$ cat src/rtl/eth_fifo_pkg.sv
// eth_fifo_pkg: shared state encoding and default widths/latency for the fifo frame reader
package eth_fifo_pkg;
  localparam int DATA_WIDTH_DEF = 8;
  localparam int LEN_WIDTH_DEF  = 11;
  localparam int RD_LATENCY_DEF = 2;
  localparam int OBUF_DEPTH_DEF = 4;
  typedef enum logic [1:0] {IDLE, FETCH, DRAIN, DONE} frd_state_e;
endpackage

$ cat src/rtl/frame_obuf.sv
// frame_obuf: small synchronous FIFO holding fetched bytes ahead of the TX stream
// ports: clk, rst_n (async low), push/push_data write side, pop read side,
//        head = oldest entry, count = current occupancy
module frame_obuf #(
  parameter int DATA_WIDTH = 8,
  parameter int DEPTH = 4
) (
  input  logic                         clk,
  input  logic                         rst_n,
  input  logic                         push,
  input  logic [DATA_WIDTH-1:0]        push_data,
  input  logic                         pop,
  output logic [DATA_WIDTH-1:0]        head,
  output logic [$clog2(DEPTH+1)-1:0]   count
);
  localparam int AW = (DEPTH > 1) ? $clog2(DEPTH) : 1;
  localparam int CW = $clog2(DEPTH + 1);
  logic [DATA_WIDTH-1:0] mem [DEPTH];
  logic [AW-1:0] wr_ptr, rd_ptr;
  logic do_push, do_pop;
  always_comb begin
    do_pop = pop && count != '0;
    do_push = push && (count != CW'(DEPTH) || do_pop);
  end
  assign head = mem[rd_ptr];
  always_ff @(posedge clk)
    if (do_push) mem[wr_ptr] <= push_data;
  always_ff @(posedge clk or negedge rst_n)
    if (!rst_n) begin
      wr_ptr <= '0;
      rd_ptr <= '0;
      count <= '0;
    end else begin
      wr_ptr <= do_push ? ((wr_ptr == AW'(DEPTH - 1)) ? '0 : wr_ptr + AW'(1)) : wr_ptr;
      rd_ptr <= do_pop ? ((rd_ptr == AW'(DEPTH - 1)) ? '0 : rd_ptr + AW'(1)) : rd_ptr;
      count <= count + CW'(do_push) - CW'(do_pop);
    end
endmodule

$ cat src/rtl/fifo_frame_reader.sv
// fifo_frame_reader: pulls one frame of bytes from a fifo_buffer read port and streams it out
// ports: start/frame_len request, fifo_rd_* read port (data RD_LATENCY after rd_en),
//        tx_* valid/ready byte stream with tx_last, busy during the frame, done pulse at the end
module fifo_frame_reader
  import eth_fifo_pkg::*;
#(
  parameter int DATA_WIDTH = DATA_WIDTH_DEF,
  parameter int LEN_WIDTH  = LEN_WIDTH_DEF,
  parameter int RD_LATENCY = RD_LATENCY_DEF,
  parameter int OBUF_DEPTH = OBUF_DEPTH_DEF
) (
  input  logic                  clk,
  input  logic                  rst_n,
  input  logic                  start,
  input  logic [LEN_WIDTH-1:0]  frame_len,
  output logic                  fifo_rd_en,
  input  logic [DATA_WIDTH-1:0] fifo_rd_data,
  input  logic                  fifo_rd_empty,
  output logic [DATA_WIDTH-1:0] tx_data,
  output logic                  tx_valid,
  input  logic                  tx_ready,
  output logic                  tx_last,
  output logic                  busy,
  output logic                  done
);
  localparam int CW = $clog2(OBUF_DEPTH + 1);
  frd_state_e state, state_nx;
  logic [LEN_WIDTH-1:0] rd_remain, tx_remain;
  logic [CW-1:0] obuf_count, inflight;
  logic [RD_LATENCY-1:0] vld_sr;
  logic [DATA_WIDTH-1:0] head;
  logic push, xfer, credit, accept;
  // credit counts bytes already buffered plus bytes still in the read pipeline,
  // so a returning byte always has a free buffer slot
  always_comb begin
    push = vld_sr[RD_LATENCY-1];
    xfer = tx_valid && tx_ready;
    credit = ({1'b0, obuf_count} + {1'b0, inflight}) < (CW + 1)'(OBUF_DEPTH);
    accept = state == IDLE && start && frame_len != '0;
  end
  frame_obuf #(.DATA_WIDTH(DATA_WIDTH), .DEPTH(OBUF_DEPTH)) u_obuf (
    .clk(clk),
    .rst_n(rst_n),
    .push(push),
    .push_data(fifo_rd_data),
    .pop(xfer),
    .head(head),
    .count(obuf_count)
  );
  always_ff @(posedge clk or negedge rst_n)
    if (!rst_n) state <= IDLE;
    else state <= state_nx;
  always_comb begin
    state_nx = state;
    case (state)
      IDLE: state_nx = start ? ((frame_len != '0) ? FETCH : DONE) : IDLE;
      FETCH: state_nx = (fifo_rd_en && rd_remain == LEN_WIDTH'(1)) ? DRAIN : FETCH;
      DRAIN: state_nx = (xfer && tx_last) ? DONE : DRAIN;
      DONE: state_nx = IDLE;
      default: state_nx = IDLE;
    endcase
  end
  always_comb begin
    fifo_rd_en = state == FETCH && rd_remain != '0 && !fifo_rd_empty && credit;
    tx_valid = obuf_count != '0;
    tx_data = tx_valid ? head : '0;
    tx_last = tx_valid && tx_remain == LEN_WIDTH'(1);
    busy = state == FETCH || state == DRAIN;
    done = state == DONE;
  end
  // vld_sr tracks each read strobe through the fifo_buffer's read latency
  always_ff @(posedge clk or negedge rst_n)
    if (!rst_n) begin
      rd_remain <= '0;
      tx_remain <= '0;
      inflight <= '0;
      vld_sr <= '0;
    end else begin
      rd_remain <= accept ? frame_len : rd_remain - LEN_WIDTH'(fifo_rd_en);
      tx_remain <= accept ? frame_len : tx_remain - LEN_WIDTH'(xfer);
      inflight <= inflight + CW'(fifo_rd_en) - CW'(push);
      vld_sr <= (vld_sr << 1) | RD_LATENCY'(fifo_rd_en);
    end
endmodule
$ cat config.mk
export PLATFORM = sky130hd
export DESIGN_NAME = fifo_frame_reader
export DESIGN_NICKNAME = d
export VERILOG_FILES = /design/src/rtl/eth_fifo_pkg.sv /design/src/rtl/frame_obuf.sv /design/src/rtl/fifo_frame_reader.sv
export SDC_FILE = /design/constraint.sdc
export NUM_CORES = 1
export LEC_CHECK = 0
export CAP_MARGIN = 0
export CORE_ASPECT_RATIO = 0.9
export CORE_MARGIN = 2
export CORE_UTILIZATION = 50
export CTS_BUF_LIST = sky130_fd_sc_hd__clkbuf_16
export DETAILED_ROUTE_END_ITERATION = 8
export PLACE_DENSITY = 0.85
export SLEW_MARGIN = 15
export SYNTH_ARGS = -nofsm -noshare
export SYNTH_HDL_FRONTEND = slang
export SYNTH_SLANG_ARGS = --single-unit
$ cat constraint.sdc
create_clock -name clk -period 2.7 [get_ports clk]
set_input_delay 0.54 -clock clk [delete_from_list [all_inputs] [get_ports clk]]
set_output_delay 0.54 -clock clk [all_outputs]
set_load 0.005 [all_outputs]
==> out/summary.json <==
{
  "max_cap_violations": 0,
  "floorplan.die_area_mm2": 0.007134,
  "critPathArrivalTime_ns": 3.23,
  "clk_root_buffer_cell": "clkbuf_16",
  "tritoncts_num_sinks": 68,
  "detail-route-antenna-nets": 0,
  "viasPerCell": 5.349,
  "min-delay-path-class": "register to register",
  "critical_path_class": "register to register",
  "grt_util_all_layers": 0.2170,
  "grt_start_max_net_pins": 37,
  "flow.area_growth_from_synthesis_pct": 34.33,
  "max_slew.worst_pin.slew_ns": 0.5117,
  "hp-start": "vld_sr[0]",
  "clock_tree.htree_level_count": 3,
  "drt_first_iter_violations": 133,
  "synth.cell_area_mm2": 0.003237,
  "area_of_the_core_region_mm2": 0.006182,
  "route.met3.wl_um": 282,
  "tritoncts": "built",
  "synth_enable_flop_cells": 32,
  "post_cts_hold_buffer_count": 0,
  "crit_fanout": 4,
  "ctsLongestPathBuffers": 2,
  "postSynthCellCount": 254,
  "antenna_found_initial": 0,
  "hpwlAfterDp_mm": 4.611,
  "worstSetupStartpointType": "register",
  "initial_core_util": 0.5236,
  "synth_compound_gate_area_share": 0.06262,
  "routed_wl_mm": 7.102,
  "global_route_wire_length_before_repair_mm": 11.22,
  "ys.flop_type": "dfrtp_1",
  "detail_route.drc_violations": 0,
  "worst_setup_hold_path_clk_slew_ns": 0.06,
  "setup.reg_to_reg.worst_slack_ns": -0.31,
  "post-route-min-period_ns": 3.014,
  "place_congestion": 0.8119,
  "mappedNetlistNets": 300,
  "share_of_layout_cells_above_drive_strength_1": 0.2104,
  "core.rowCount": 27,
  "synth_top_family_by_area": "simple AND/OR/NAND/NOR gates",
  "routed_metal_1_wirelength_mm": 2.972,
  "timing.max_slew.rel_slack": 0.6557,
  "finalClockSkew_ns": 0.004317,
  "finalCritPeriodShare": 1.116,
  "leakagePower_nw": 1.708,
  "routed-via-count": 2220,
  "detailroute.wirelength.met2_mm": 3.668,
  "cts_made_buffers": 9,
  "slew_viol_final": 0,
  "setup_tns_ns": -2.171,
  "synth_simple_gate_area_share": 0.1245,
  "worst_setup_path_end_kind": "register",
  "place_ws_ns": -0.2069,
  "worst_r2r_startpoint": "u_obuf.count[2]",
  "postSynth.asyncResetShare": 0.5294,
  "routed.top_layer": "met4",
  "timing.final.setup_violations": 10,
  "vdd.ir_drop.worst_mv": 0.5557,
  "chipHeight_um": 80.33,
  "ys_seq_area_frac": 0.5752,
  "drt-wirelength-per-cell_um": 17.11,
  "fmaxAchievable_mhz": 331.8,
  "grt_remaining_overflow": 0,
  "setup_repair_after_global_routing_missed_its_margin": "true",
  "failed_checks": "setup timing",
  "num_antenna_cells": 0,
  "fin_nets": 369,
  "min_delay_path_depth": 0,
  "post_synth_fa_ha_maj_area_fraction": 0.08968,
  "hold_path_end": "vld_sr[1]",
  "r2r-end": "rd_remain[5]",
  "minimum_setup_slack_in_the_final_design_ns": -0.3140,
  "grt_pass1_vias": 2322,
  "clock_latency_ns": 0.33,
  "status": "finished with violations",
  "synth_xor_area_frac": 0.05412,
  "cellPowerDensity_mw_per_mm2": 1059,
  "yosys_warnings": 0,
  "die_width_um": 88.81,
  "timing_hold_violations_final": 0,
  "worst-endpoint-required_ns": 2.91,
  "postSynthRegisterBits": 68,
  "dr.pass1.iters": 4,
  "ff2ff_path_depth": 11,
  "placement.io_buffers": 36,
  "synth.mux.area_fraction": 0.06262,
  "yosysUniqueCellTypes": 38,
  "ioPinCount": 37,
  "syn_area_per_cell_um2": 12.74
}
## flip-flops by register name, summed over array words and instances, names as in the netlist
| register | cells |
|---|---|
| inflight | 3 |
| vld_sr | 2 |
| u_obuf.wr_ptr | 2 |
| state | 2 |
| u_obuf.rd_ptr | 2 |
| tx_remain | 11 |
| rd_remain | 11 |
| u_obuf.count | 3 |
| u_obuf.mem | 32 |
## layer usage
layer / up-vias / track usage
li1: 1047 / -
met1: 1099 / 0.2779
met2: 57 / 0.3530
met3: 17 / 0.05036
met4: 0 / 0.09242
met5: - / 0
## power by group
| part | switching, mW | total (mW) | internal (mW) |
|---|---|---|---|
| Clock | 0.455 | 1.27 | 0.814 |
| Combinational | 0.726 | 1.64 | 0.911 |
| Sequential | 0.318 | 1.70 | 1.38 |
## cell usage after synthesis (all sizes together) (3+ instances only)
cell,n,area (um2)
buf,4,22.52
xor2,9,78.83
edfxtp,32,960.9
nor2,25,93.84
and2,15,93.84
ha,20,250.2
mux4,8,180.2
or4,3,26.27
dfrtp,36,900.9
nor4,3,18.77
nand2,11,41.29
nor3,7,35.03
inv,19,71.32
xnor2,11,96.34
a21oi,21,105.1
nand3,3,15.01
## final cells by class
cell class	count	area [um2]
Clock inverter	7	98.84
Tap cell	87	108.9
Timing Repair Buffer	64	589.3
Fill cell	397	1834
Sequential cell	68	1866
Clock buffer	9	225.2
Inverter	19	71.32
Multi-Input combinational cell	161	1389
## cell families (layout without fill, tap and decap cells)
| kind of cell | Yosys count | count (layout) |
|---|---|---|
| adders and majority gates | 22 | 22 |
| DFF | 68 | 68 |
| xor gates and xnor gates | 20 | 20 |
| and+or+nand+nor | 77 | 77 |
| AOI/OAI and AO/OA | 32 | 32 |
| muxes | 10 | 10 |
| buffers and inverters | 25 | 99 |
## placed cells by master, fill, tap and decap left out, types with 5 or more instances in the layout
cell             synthesis  layout
a21oi_1                 21      21
and2_1                  15      15
buf_4                    1      24
clkbuf_16                0       9
clkdlybuf4s50_1          0      35
dfrtp_1                 36      35
edfxtp_1                32      32
ha_1                    20      17
inv_1                   19      19
mux4_2                   8       8
nand2_1                 11      11
nor2_1                  25      24
nor3_1                   7       5
xnor2_1                 11      11
xor2_1                   9       9
## critical path, stage by stage, from the launching register on
cell     delay, ns
dfrtp_1       0.38
ha_1          0.28
or4b_1        0.47
a311o_1       0.35
a31oi_4       0.20
buf_6         0.13
ha_4          0.13
or4b_4        0.52
buf_4         0.17
nor2_4        0.07
xnor2_1       0.11
a21oi_1       0.09
## stage by stage
step                instance area (um2)  std cells  power, mW  hold slack [ns]  utilization
floorplan                          3289        254      2.563           0.2444            -
CTS                                4292        412      4.542           0.3603       0.6942
detailed placement                 3899        392      3.229           0.3427       0.6306
global placement                   3899        392      3.131           0.3393       0.6306
finish                             4348        415      4.606           0.3585       0.7033
global route                       4348        415      4.884           0.3607       0.7033
## what timing repair did
item | in CTS | in global routing
pin swaps | 10 | 11
endpoints found under the setup margin | 16 | 14
setup buffers | 4 | 3
gates resized for setup | 9 | 10
## worst max path at each step
stage / startpoint / endpoint / slack, ns / cells past startpoint
5_1_grt: u_obuf.count[2] / rd_remain[7] / -0.40 / 10
2_1_floorplan: u_obuf.count[2] / rd_remain[7] / -0.12 / 9
4_1_cts: u_obuf.count[2] / rd_remain[9] / -0.33 / 10
3_3_place_gp: u_obuf.count[2] / rd_remain[7] / -0.11 / 9
6_report: u_obuf.count[2] / rd_remain[5] / -0.31 / 11
3_5_place_dp: u_obuf.count[2] / rd_remain[7] / -0.21 / 9
Note: power is estimated with default switching activity, not from simulation.
